==> src/rtl/ffs_buzzer_latch_if.sv <==
// Signal bundle between the player-button front end and its environment.
// When FFS_FOUL_DETECT_EN is defined the bundle also carries the foul_n vector.
interface ffs_buzzer_latch_if #(
  parameter int N_BUTTONS = 10
);

  logic [N_BUTTONS-1:0] btn_n;
  logic                 arm;
  logic                 clear;
  logic [N_BUTTONS-1:0] locked_n;
  logic                 winner_valid;
  logic                 timeout;
  logic [1:0]           state;
`ifdef FFS_FOUL_DETECT_EN
  logic [N_BUTTONS-1:0] foul_n;
`endif

`ifdef FFS_FOUL_DETECT_EN
  modport master (
    output btn_n, arm, clear,
    input  locked_n, winner_valid, timeout, state, foul_n
  );

  modport slave (
    input  btn_n, arm, clear,
    output locked_n, winner_valid, timeout, state, foul_n
  );
`else
  modport master (
    output btn_n, arm, clear,
    input  locked_n, winner_valid, timeout, state
  );

  modport slave (
    input  btn_n, arm, clear,
    output locked_n, winner_valid, timeout, state
  );
`endif

endinterface

==> src/rtl/ffs_buzzer_latch.sv <==
// Buzzer front end: sync + debounce of active-low buttons, first-press capture and lockout.
// Optional early-press foul tracking is enabled by defining FFS_FOUL_DETECT_EN.
module ffs_buzzer_latch #(
  parameter int N_BUTTONS       = 10,
  parameter int DEBOUNCE_CYCLES = 16,
  parameter int TIMEOUT_CYCLES  = 1000000
) (
  input  logic              clk,
  input  logic              rst,
  ffs_buzzer_latch_if.slave bus
);

  localparam int CNT_W = $clog2(DEBOUNCE_CYCLES + 1);
  localparam int TMO_W = $clog2(TIMEOUT_CYCLES + 1);
  localparam logic [CNT_W-1:0] DB_MAX   = CNT_W'(DEBOUNCE_CYCLES);
  localparam logic [TMO_W-1:0] TMO_LAST = TMO_W'(TIMEOUT_CYCLES - 1);

  typedef enum logic [1:0] {
    IDLE   = 2'b00,
    ARMED  = 2'b01,
    LOCKED = 2'b10
  } state_e;

  logic [N_BUTTONS-1:0] sync1_q;
  logic [N_BUTTONS-1:0] sync2_q;
  logic [CNT_W-1:0]     cnt_q [N_BUTTONS];
  logic [CNT_W-1:0]     cnt_d [N_BUTTONS];
  logic [N_BUTTONS-1:0] db;
  logic [N_BUTTONS-1:0] db_d_q;
  logic [N_BUTTONS-1:0] rise;
  logic [N_BUTTONS-1:0] cand;
  logic [N_BUTTONS-1:0] win_oh;
  logic                 any_cand;
  logic                 expire;

  state_e               state_q;
  logic [N_BUTTONS-1:0] locked_n_q;
  logic                 winner_valid_q;
  logic                 timeout_q;
  logic [TMO_W-1:0]     tmo_q;

  // Sync flops preset high so a reset looks like every button released.
  always_ff @(posedge clk or posedge rst) begin
    if (rst) begin
      sync1_q <= '1;
      sync2_q <= '1;
    end else begin
      sync1_q <= bus.btn_n;
      sync2_q <= sync1_q;
    end
  end

  always_comb begin
    for (int i = 0; i < N_BUTTONS; i++) begin
      cnt_d[i] = cnt_q[i];
      if (sync2_q[i]) begin
        cnt_d[i] = '0;
      end else if (cnt_q[i] != DB_MAX) begin
        cnt_d[i] = cnt_q[i] + CNT_W'(1);
      end
      db[i] = (cnt_q[i] == DB_MAX);
    end
  end

  always_ff @(posedge clk or posedge rst) begin
    if (rst) begin
      for (int i = 0; i < N_BUTTONS; i++) begin
        cnt_q[i] <= '0;
      end
      db_d_q <= '0;
    end else begin
      for (int i = 0; i < N_BUTTONS; i++) begin
        cnt_q[i] <= cnt_d[i];
      end
      db_d_q <= db;
    end
  end

  assign rise = db & ~db_d_q;

`ifdef FFS_FOUL_DETECT_EN
  logic [N_BUTTONS-1:0] foul_n_q;
  assign cand       = rise & foul_n_q;
  assign bus.foul_n = foul_n_q;
`else
  assign cand = rise;
`endif

  // Lowest index wins so simultaneous presses agree with the downstream encoder.
  always_comb begin
    win_oh = '0;
    for (int i = N_BUTTONS - 1; i >= 0; i--) begin
      if (cand[i]) begin
        win_oh = '0;
        win_oh[i] = 1'b1;
      end
    end
  end

  assign any_cand = |cand;
  assign expire   = (state_q == ARMED) && !bus.clear && !any_cand && (tmo_q == TMO_LAST);

  always_ff @(posedge clk or posedge rst) begin
    if (rst) begin
      state_q        <= IDLE;
      locked_n_q     <= '1;
      winner_valid_q <= 1'b0;
      timeout_q      <= 1'b0;
      tmo_q          <= '0;
`ifdef FFS_FOUL_DETECT_EN
      foul_n_q       <= '1;
`endif
    end else begin
      timeout_q <= 1'b0;
      case (state_q)
        IDLE: begin
          if (bus.arm && !bus.clear) begin
            state_q <= ARMED;
            tmo_q   <= '0;
          end
        end
        ARMED: begin
          if (bus.clear) begin
            state_q <= IDLE;
          end else if (any_cand) begin
            state_q        <= LOCKED;
            locked_n_q     <= ~win_oh;
            winner_valid_q <= 1'b1;
          end else if (expire) begin
            state_q   <= IDLE;
            timeout_q <= 1'b1;
          end else begin
            tmo_q <= tmo_q + TMO_W'(1);
          end
        end
        LOCKED: begin
          if (bus.clear) begin
            state_q        <= IDLE;
            locked_n_q     <= '1;
            winner_valid_q <= 1'b0;
          end
        end
        default: begin
          state_q        <= IDLE;
          locked_n_q     <= '1;
          winner_valid_q <= 1'b0;
        end
      endcase
`ifdef FFS_FOUL_DETECT_EN
      // Anyone already pressed before or at the arm edge sits out the round.
      if (bus.clear || expire) begin
        foul_n_q <= '1;
      end else if (state_q == IDLE) begin
        foul_n_q <= foul_n_q & ~db;
      end
`endif
    end
  end

  assign bus.locked_n     = locked_n_q;
  assign bus.winner_valid = winner_valid_q;
  assign bus.timeout      = timeout_q;
  assign bus.state        = state_q;

endmodule

==> src/flat_wrapper.sv <==
// flat-port wrapper written by rule: the top's interface ports become plain ports
module ffs_buzzer_latch_flat 
#(
  parameter int N_BUTTONS       = 10,
  parameter int DEBOUNCE_CYCLES = 16,
  parameter int TIMEOUT_CYCLES  = 1000000
)
  (clk, rst, bus_btn_n, bus_arm, bus_clear, bus_locked_n, bus_winner_valid, bus_timeout, bus_state);
  ffs_buzzer_latch_if #(.N_BUTTONS(N_BUTTONS)) bus_i ();
  input  logic clk;
  input  logic rst;
  input wire logic [$bits(bus_i.btn_n)-1:0] bus_btn_n;
  input wire logic [$bits(bus_i.arm)-1:0] bus_arm;
  input wire logic [$bits(bus_i.clear)-1:0] bus_clear;
  output wire logic [$bits(bus_i.locked_n)-1:0] bus_locked_n;
  output wire logic [$bits(bus_i.winner_valid)-1:0] bus_winner_valid;
  output wire logic [$bits(bus_i.timeout)-1:0] bus_timeout;
  output wire logic [$bits(bus_i.state)-1:0] bus_state;
  assign bus_i.btn_n = bus_btn_n;
  assign bus_i.arm = bus_arm;
  assign bus_i.clear = bus_clear;
  assign bus_locked_n = bus_i.locked_n;
  assign bus_winner_valid = bus_i.winner_valid;
  assign bus_timeout = bus_i.timeout;
  assign bus_state = bus_i.state;
  ffs_buzzer_latch #(.N_BUTTONS(N_BUTTONS), .DEBOUNCE_CYCLES(DEBOUNCE_CYCLES), .TIMEOUT_CYCLES(TIMEOUT_CYCLES)) u_core (.clk(clk), .rst(rst), .bus(bus_i));
endmodule
==> config.mk <==
export PLATFORM = sky130hd
export DESIGN_NAME = ffs_buzzer_latch_flat
export DESIGN_NICKNAME = d
export VERILOG_FILES = /design/src/rtl/ffs_buzzer_latch_if.sv /design/src/rtl/ffs_buzzer_latch.sv /design/src/flat_wrapper.sv
export SDC_FILE = /design/constraint.sdc
export NUM_CORES = 1
export LEC_CHECK = 0
export CAP_MARGIN = 30
export CORE_ASPECT_RATIO = 1.4
export CORE_UTILIZATION = 40
export CTS_CLUSTER_DIAMETER = 150
export DETAILED_ROUTE_END_ITERATION = 8
export GPL_TIMING_DRIVEN = 0
export PLACE_DENSITY = 0.65
export SLEW_MARGIN = 20
export SYNTH_ARGS = -nofsm -noshare
export SYNTH_HDL_FRONTEND = slang
export SYNTH_SLANG_ARGS = --single-unit
==> constraint.sdc <==
create_clock -name clk -period 6 [get_ports clk]
set_clock_uncertainty 0.2 [all_clocks]
set_input_delay 0.6 -clock clk [delete_from_list [all_inputs] [get_ports clk]]
set_output_delay 0.6 -clock clk [all_outputs]
set_load 0.02 [all_outputs]
==> results.md, run 1 <==
- Layout cell share with drive strength beyond 1: 0.161
- Yosys Warn Count: 0
- IO buf count: 27
- Vias in the first global route: 3,856
- Mapped Cells: 480
- Max Freq: 322 MHz
- Post-Route WL: 10.6 mm
- Num rows: 49
- Post-synth EDFFs: 0
- Routed vias: 3,778
- Routed Antenna Nets: 0
- Worst endpoint required time: 6.09 ns
- Core ar.: 12,800 µm²
- Placed Area: 5740 µm²
- CP Max Fanout: 10
- CTS tree: yes
- Synth unique cells: 60
- Uppermost layer routed: met4
- Setup crit start kind: input pin
- Clock Latency Late Sink: 0.41 ns
- Gr ovfl total: 0
- # clock sinks: 114
- Post-CTS setup buffer count: 0
- Starting density of the core: 0.410
- Yosys reg bits: 114
- Synth area leader: dfrtp_1
- Max_cap viols: 0
- Tcrit/Tclk final: 0.517
- Worst slack, placed: 2.50 ns
- Slew Limit Fails: 0
- Routed length on met3: 541 µm
- Final RePlAce weighted congestion: 0.933
- Post-route cell area: 6340 µm²
- Post-DR wirelength/cell: 15.3 µm
- RSZ-0062 raised after global routing: false
- Drt initial violations: 210
- Clk buf depth: 2
- Mapped cell area: 5250 µm²
- Post-Layout Cell Count: 693
- Drt first pass iters: 5
- Mapped Nets: 515
- Fin nets: 562
- Pleak: 2.70 nW
- Main area contributors after synthesis: dfrtp_1 (40%), dfstp_2 (15%), ha_1 (5.0%), nor2_1 (3.6%), xor2_1 (3.3%)
- Most instantiated library cell after synthesis: dfrtp_1
- Remaining DRCs: 0
- M1 wire length: 4.38 mm
- Largest net degree at the start of global routing: 71
- TritonCTS Buffers: 17
- Arrival time at the worst endpoint: 3.19 ns
- Root buf cell: clkbuf_16
- Resized cells post-CTS: 0
- Worst R2R Path Depth: 7
- Slew at the pin closest to its max-slew limit: 0.976 ns
- Sequential share of the synthesized area: 0.551
- Die width: 98.8 µm
- Total power: 2.08 mW
- Async SR Flop Fraction: 1.00
- Cts hold-fix bufs: 0
- H-tree depth: 4
- DR WL met2: 5.48 mm
- CTS clk-pin slew, worst paths: 0.05 ns
- Status: finished clean
- Most frequent cells after synthesis: dfrtp_1 (84), nor2_1 (51), inv_1 (39), nand3_1 (34), dfstp_2 (30)
- Placed Cells: 661
- Worst Hold Depth: 0
- Cell area power density: 328 nW/µm²
- Final-report hold violation count: 0
- Top cell type's share of synthesized area: 0.400
- Min-Delay Path Class: register to register
- Die ar.: 13,600 µm²
- Setup ws final: 2.90 ns
- Primary FF master, synth: dfrtp_1
- Final antenna diode count: 0
- Dpl hpwl: 7.28 mm
- Total track usage: 0.172
- Synth Area per Inst: 10.9 µm²
- Initial antenna violation count: 0
- Die H: 138 µm
- # IOs: 28
- Via-to-Cell Ratio: 5.45
- Area grow syn2layout: 20.7%
- Number of setup violations in the final report: 0
- VDD IR max: 154 µV
- Final min period: 3.10 ns
- Critical path capture point type: register
- Setup TNS Final: 0 ns
- Max transition margin: 0.349
- First-pass GRT wire length: 18.1 mm
- CP Class: input pin to register
-- worst max-delay path, cell delays in order --
cell	delay, ns
clkdlybuf4s50_1	0.51
nor3b_2	0.39
o21ai_0	0.39
a211oi_2	0.61
a21boi_2	0.17
inv_2	0.21
buf_4	0.22
mux2i_1	0.09
-- state kept, by name, summed over array words and instances (netlist names) --
name / cells
u_core.sync1_q: 10
u_core.sync2_q: 10
u_core.bus.locked_n: 10
u_core.bus.timeout: 1
u_core.db_d_q: 10
u_core.bus.state: 2
u_core.tmo_q: 20
u_core.bus.winner_valid: 1
u_core.cnt_q: 50
-- cells by family after synthesis --
kind of cell	after synthesis	share of synthesized area
simple gates	168	0.168
flops	114	0.551
xor+xnor	37	0.0617
fa+ha+maj	21	0.0501
buf+inv	55	0.0446
mux	9	0.0174
compound gates	76	0.108
-- metrics by stage --
step,hold WS (ns),util
2_1_floorplan,0.145,-
3_3_place_gp,0.145,0.446
3_5_place_dp,0.147,0.448
4_1_cts,0.155,0.494
5_1_grt,0.158,0.494
6_report,0.154,0.494
-- power breakdown --
| part | leakage, nW | internal [mW] | switching, mW |
|---|---|---|---|
| registers | 1.45 | 0.835 | 0.0675 |
| logic | 0.967 | 0.0830 | 0.0976 |
| clock network | 0.282 | 0.654 | 0.341 |
-- cell type report --
cell class                 count  area (µm²)
buffer                        13        73.8
clock buffer                  24         492
clock inverter                 8         101
fill                        1122        6480
inverter                      42         165
multi-input combinational    311        2120
sequential                   114        2890
tap                          153         191
timing repair buffer          28         298
-- path summary, 6_finish.rpt --
check	start	end	slack, ns
worst max-delay path	bus_clear	u_core.tmo_q[0]	2.90
worst min-delay path	u_core.sync1_q[5]	u_core.sync2_q[5]	0.15
worst max register to register	u_core.bus.state[0]	u_core.tmo_q[0]	3.14
worst min register to register	u_core.sync1_q[5]	u_core.sync2_q[5]	0.15
max in group asynchronous	rst	u_core.bus.locked_n[3]	4.50
min in group asynchronous	rst	u_core.cnt_q[38]	0.39
-- per-layer routing --
metal / vias to the layer above / track usage
met2: 109 / 0.297
met3: 20 / 0.0457
met4: 0 / 0.0796
met5: - / 0
met1: 1874 / 0.200
li1: 1775 / -
-- cell usage in the layout, fill, tap and decap left out, types with 3 or more instances in the layout --
cell type,count
o211ai_1,4
clkbuf_8,4
nor4b_1,3
a41oi_1,3
xnor2_1,17
o22a_1,3
inv_1,38
nor4bb_1,7
o21ai_0,8
nor3_1,15
clkbuf_16,17
mux2i_1,8
clkbuf_1,5
clkdlybuf4s50_1,27
o21a_1,6
xor2_1,20
and3_1,5
a21oi_1,12
nor4_1,3
clkinvlp_4,3
buf_2,8
nand3_1,34
nor2_1,51
a31oi_1,14
nand2_1,25
a2bb2oi_1,4
nand4_1,7
dfrtp_1,84
dfstp_2,30
o32a_1,4
ha_1,21
(Power assumes the default switching activity.)
==> inputs of run 2 (changes only) <==
==> constraint.sdc (replaced) <==
create_clock -name clk -period 2.9 [get_ports clk]
set_clock_uncertainty 0.2 [all_clocks]
set_input_delay 0.29 -clock clk [delete_from_list [all_inputs] [get_ports clk]]
set_output_delay 0.29 -clock clk [all_outputs]
set_load 0.02 [all_outputs]
==> run 2 against run 1 <==
Net effect:
- global-route usage grew 0.28 points
- sequential cell count is the same
- sequential power grew 110%
- register-to-register slack lost 3.0 ns
- first-iteration DRC count shrank 23%
- via count shrank 0.29%
- worst setup slack lost 2.7 ns
- clock-buffer cell count shrank 1
- sequential share of layout area shrank 0.87 points
- highest routed layer unchanged
==> results.md, run 2 (synthesis results as in run 1) <==
- Status: finished clean
- Starting density of the core: 0.410
- Min-Delay Path Class: input pin to async pin
- Critical path capture point type: register
- Die width: 98.8 µm
- Routed vias: 3,767
- Final RePlAce weighted congestion: 0.850
- Fin nets: 568
- Placed Area: 5770 µm²
- Pleak: 2.76 nW
- Slew Limit Fails: 0
- IO buf count: 27
- Max reg flops: 50
- Root buf cell: clkbuf_16
- Worst endpoint required time: 2.98 ns
- # clock sinks: 114
- Largest regs: u_core.cnt_q (50), u_core.tmo_q (20)
- RSZ-0062 raised after global routing: false
- Final antenna diode count: 0
- CP Class: register to register
- Finished Core Util: 0.504
- Clock Latency Late Sink: 0.41 ns
- Met3 Use GR: 0.0416
- Drt first pass iters: 5
- Number of setup violations in the final report: 0
- CTS tree: yes
- Drt initial violations: 161
- Core ar.: 12,800 µm²
- Dpl hpwl: 7.51 mm
- TritonCTS Buffers: 17
- Final min period: 2.73 ns
- Hold WS: 0.00944 ns
- Clk buf depth: 2
- VDD IR max: 285 µV
- H-tree depth: 4
- First-pass GRT wire length: 18.5 mm
- Grt peak-use layer: met2
- Largest register by flop count: u_core.cnt_q
- Largest net degree at the start of global routing: 35
- Setup TNS Final: 0 ns
- Max transition margin: 0.568
- Post-Route WL: 10.8 mm
- Routed Antenna Nets: 0
- Remaining DRCs: 0
- Post-DR wirelength/cell: 15.5 µm
- Commonest non-fill, non-tap cell in the layout: dfrtp_1
- Arrival time at the worst endpoint: 2.81 ns
- Met2 Use GR: 0.308
- CTS clk-pin slew, worst paths: 0.05 ns
- Setup crit start kind: register
- Layout cell share with drive strength beyond 1: 0.171
- Num rows: 49
- Initial antenna violation count: 0
- Most frequent cells in the layout: dfrtp_1 (84), nor2_1 (51), inv_1 (38), nand3_1 (34), dfstp_2 (30)
- GR Util met1: 0.194
- Max_cap viols: 0
- Via-to-Cell Ratio: 5.40
- # IOs: 28
- Total track usage: 0.175
- Post-route cell area: 6460 µm²
- Worst slack, placed: -0.202 ns
- Final-report hold violation count: 0
- Fill cell count: 1,103
- Tcrit/Tclk final: 0.940
- Vias in the first global route: 3,922
- CP Max Fanout: 10
- Max Freq: 367 MHz
- Die ar.: 13,600 µm²
- Cell area power density: 692 nW/µm²
- Die H: 138 µm
- Slew at the pin closest to its max-slew limit: 0.642 ns
- Area grow syn2layout: 23.1%
- Gr ovfl total: 0
- Setup ws final: 0.174 ns
[run 2: timing repair]
action | CTS | global route
gates resized for setup | 0 | 2
hold buffers | 0 | 0
hold endpoints to repair | 0 | 0
endpoints found under the setup margin | 0 | 14
buffers inserted | 0 | 4
[run 2: path summary, 6_finish.rpt]
kind                                          end              start  cells after the start  slack [ns]
max reg2reg                       u_core.tmo_q[0]    u_core.cnt_q[5]                     11        0.17
min                              u_core.cnt_q[19]                rst                      2       0.009
min in group clk                u_core.sync1_q[0]       bus_btn_n[0]                      1        0.08
min reg2reg                     u_core.sync2_q[1]  u_core.sync1_q[1]                      0        0.15
max                               u_core.tmo_q[0]    u_core.cnt_q[5]                     11        0.17
max in group asynchronous  u_core.bus.locked_n[0]                rst                      4        1.68
[run 2: power breakdown]
| part | switching [mW] | internal (mW) |
|---|---|---|
| clock network | 0.698 | 1.52 |
| registers | 0.137 | 1.73 |
| logic | 0.206 | 0.177 |
[run 2: through the flow]
step,instances,power (mW)
after CTS,694,4.52
after global routing,698,4.64
after floorplan,480,2.11
after global placement,660,2.23
final,698,4.47
after detailed placement,663,2.27
[run 2: metal layers]
metal / up-vias / routed length [µm]
met4: 0 / 230
met2: 89 / 5770
met5: - / 0
met1: 1868 / 4400
li1: 1791 / -
met3: 19 / 422
[run 2: cell type report]
type,count,area [µm²],area share
Buffer,13,77.6,0.0120
Clock buffer,23,488,0.0756
Clock inverter,8,150,0.0232
Inverter,42,164,0.0254
Multi-Input combinational cell,311,2120,0.329
Sequential cell,114,2890,0.448
Tap cell,153,191,0.0296
Timing Repair Buffer,34,373,0.0577
[run 2: critical path: stages, from the launching register on]
cell and delay [ns]:
dfrtp_1 0.37, inv_1 0.08, ha_1 0.19, and4bb_1 0.19
buf_2 0.16, a222oi_1 0.42, and3_1 0.23, buf_6 0.16
a21boi_2 0.11, inv_2 0.22, buf_6 0.19, mux2i_1 0.08
==> patch: new RTL, flow settings as in run 2 <==
`N_BUTTONS` is set to 10 in 3 places; all go to 20.
--- a/src/rtl/ffs_buzzer_latch_if.sv
+++ b/src/rtl/ffs_buzzer_latch_if.sv
@@ -1,7 +1,7 @@
 // Signal bundle between the player-button front end and its environment.
 // When FFS_FOUL_DETECT_EN is defined the bundle also carries the foul_n vector.
 interface ffs_buzzer_latch_if #(
-  parameter int N_BUTTONS = 10
+  parameter int N_BUTTONS = 20
 );
 
   logic [N_BUTTONS-1:0] btn_n;
--- a/src/rtl/ffs_buzzer_latch.sv
+++ b/src/rtl/ffs_buzzer_latch.sv
@@ -1,7 +1,7 @@
 // Buzzer front end: sync + debounce of active-low buttons, first-press capture and lockout.
 // Optional early-press foul tracking is enabled by defining FFS_FOUL_DETECT_EN.
 module ffs_buzzer_latch #(
-  parameter int N_BUTTONS       = 10,
+  parameter int N_BUTTONS       = 20,
   parameter int DEBOUNCE_CYCLES = 16,
   parameter int TIMEOUT_CYCLES  = 1000000
 ) (
--- a/src/flat_wrapper.sv
+++ b/src/flat_wrapper.sv
@@ -1,7 +1,7 @@
 // flat-port wrapper written by rule: the top's interface ports become plain ports
 module ffs_buzzer_latch_flat 
 #(
-  parameter int N_BUTTONS       = 10,
+  parameter int N_BUTTONS       = 20,
   parameter int DEBOUNCE_CYCLES = 16,
   parameter int TIMEOUT_CYCLES  = 1000000
 )
Ports: changed (resized bus_btn_n and bus_locked_n); port bits go from 28 to 48. No check against the original RTL was run, so the function may have changed too.
==> patch against run 2 <==
Synthesized area increased by 69%. Routed wire length rose by 55%. Maximum frequency down 3.2%. Design area increased by 74%. Setup slack worse by 0.089 ns. Total power rose by 46%. Sequential cell count rose by 90. Cell count is 76% higher. Critical endpoint is now u_core.tmo_q[9]. Largest cell class unchanged. Highest routed layer unchanged.
==> patch: results (changes against run 2) <==
Clock Tree Root clkbuf_16 (unchanged); count of different cell masters after synthesis 55 (was 60); sequential area share after synthesis 58.5% (was 55.1%); I/O Buffers 47 (was 27); status completed (unchanged); Synth Area in XOR/XNOR 7.12% (was 6.17%); Synth async-reset ratio 100% (unchanged); CP Data Arrival Time 3.04 ns (was 2.81 ns); initial antenna violation count 0 (unchanged); worst skew pair latency 0.52 ns (was 0.41 ns); clock transition at the registers of the reported paths ~0.060 ns; ys flop type dfrtp_1 (unchanged); post-DR wirelength/cell 13.7 um (was 15.5 um); Post-Syn Nets 861 (was 515); synthesized instance count 796 (was 480); worst IR drop on VDD 369 uV (was 285 uV); Area contributors post-synth dfrtp_1 41%, dfstp_2 18%, ha_1 5.8% (was dfrtp_1 40%, dfstp_2 15%, ha_1 5.0%); vias in the first global route 6084 (was 3922); Nets 983 (was 568); Adder-Cell Fraction of Synth Area 5.79% (was 5.01%); drt pass-1 iters 4 (was 5); placed wire-length estimate 11.3 mm (was 7.51 mm); layout cells sized above 1 18.5% (was 17.1%); Synth Area in Compound Gates 5.80% (was 10.8%); TritonCTS buffer count 22 (was 17); pre-CTS setup slack -0.627 ns (was -0.202 ns); RePlAce Congestion 0.797 (was 0.850); Post-Route WL 16.8 mm (was 10.8 mm); mux share of post-synthesis cell area 2.29% (was 1.74%); Hold Path Class reg2reg (was in2async); Leak 0.00484 uW (was 0.00276 uW); first-pass GRT wire length 28.5 mm (was 18.5 mm); commonest cells in the netlist 144 x dfrtp_1, 111 x nor2_1, 62 x inv_1, 60 x dfstp_2, 52 x nand3_1 (was 84 x dfrtp_1, 51 x nor2_1, 39 x inv_1, 34 x nand3_1, 30 x dfstp_2); max FFs per register 100 (was 50); synth warn 0 (unchanged); largest net degree at the start of global routing 35 (unchanged); placed cell count 1146 (was 663); Diodes inserted 0 (unchanged); GRT Total Usage 15.3% (was 17.5%); Detailed Route Iter0 Violations 236 (was 161); Most flops, register u_core.cnt_q (unchanged); pin slew with the least headroom to its limit 0.595 ns (was 0.642 ns); worst-path maximum fanout 4 (was 10); H-Tree Depth 1 (was 4); CTS Buffer Depth 3 (was 2); routed vias/inst 4.93 (was 5.40)
patch: changes by cell type after synthesis, sizes merged, moves of 20 or more:
cell	delta
xor2	+20
inv	+21
nor2	+60
clkbuf	+20
dfrtp	+60
ha	+20
dfstp	+30
patch: cell families after synthesis:
group / after synthesis
AOI/OAI and AO/OA: 77
xor gates and xnor gates: 72
adders and majority gates: 41
buffers and inverters: 89
DFF: 204
muxes: 20
and+or+nand+nor: 293
patch: final cells by class:
| class | instances | area (um^2) |
|---|---|---|
| plain buffers | 18 | 108 |
| multi-input cells | 503 | 3540 |
| clock inverters | 5 | 90.1 |
| repair buffers | 103 | 1020 |
| inverters | 66 | 251 |
| well taps | 297 | 372 |
| fillers | 1996 | 10600 |
| clock buffers | 34 | 656 |
| flip-flops and latches | 204 | 5180 |
patch: timing repair:
action,in CTS,in global routing
buffers inserted,5,23
gates resized for setup,19,46
hold endpoints to repair,31,0
pin swaps,3,12
hold buffers,21,0
gates cloned,0,1
endpoints found under the setup margin,41,40
patch: critical path: stages (launching register included):
cell	delay [ns]
dfrtp_1	0.37
inv_1	0.06
ha_2	0.16
nor4bb_4	0.16
a222oi_1	0.33
buf_4	0.17
and3_4	0.20
nand4_1	0.21
buf_4	0.22
or4_4	0.50
a21oi_2	0.12
patch: through the flow:
step           TNS [ns]  hold slack, ns  utilization, %  power (uW)  area, um^2
5_1_grt          -0.127           0.154            51.5        6820       11200
3_3_place_gp    -337.13           0.146            44.6        3640        9710
4_1_cts        -0.00156           0.148            50.0        6610       10900
6_report              0           0.147            51.5        6530       11200
3_5_place_dp     -14.91           0.147            45.1        3670        9830
2_1_floorplan    -26.68          0.0945               -        3470        8860
patch: where the power goes:
part	internal, uW	switching, uW	total (uW)
combinational	271	265	537
sequential	3020	129	3150
clock	1730	1110	2840
patch: worst paths after layout:
path / depth (start not counted) / from / slack [ns] / endpoint
worst max-delay path: 10 / u_core.cnt_q[36] / 0.09 / u_core.tmo_q[9]
worst min-delay path: 0 / u_core.sync1_q[1] / 0.15 / u_core.sync2_q[1]
worst max register to register: 10 / u_core.cnt_q[36] / 0.09 / u_core.tmo_q[9]
worst min register to register: 0 / u_core.sync1_q[1] / 0.15 / u_core.sync2_q[1]
max in group asynchronous: 6 / rst / 0.89 / u_core.sync2_q[8]
min in group asynchronous: 3 / rst / 0.54 / u_core.cnt_q[89]
patch: per-layer routing:
metal / part of all wire, % / routed length [um] / GRT usage [%]
met1: 43 / 7180 / 18.8
met4: 2.5 / 414 / 5.15
met3: 5.0 / 842 / 2.70
met2: 50 / 8370 / 27.0
met5: 0 / 0 / 0
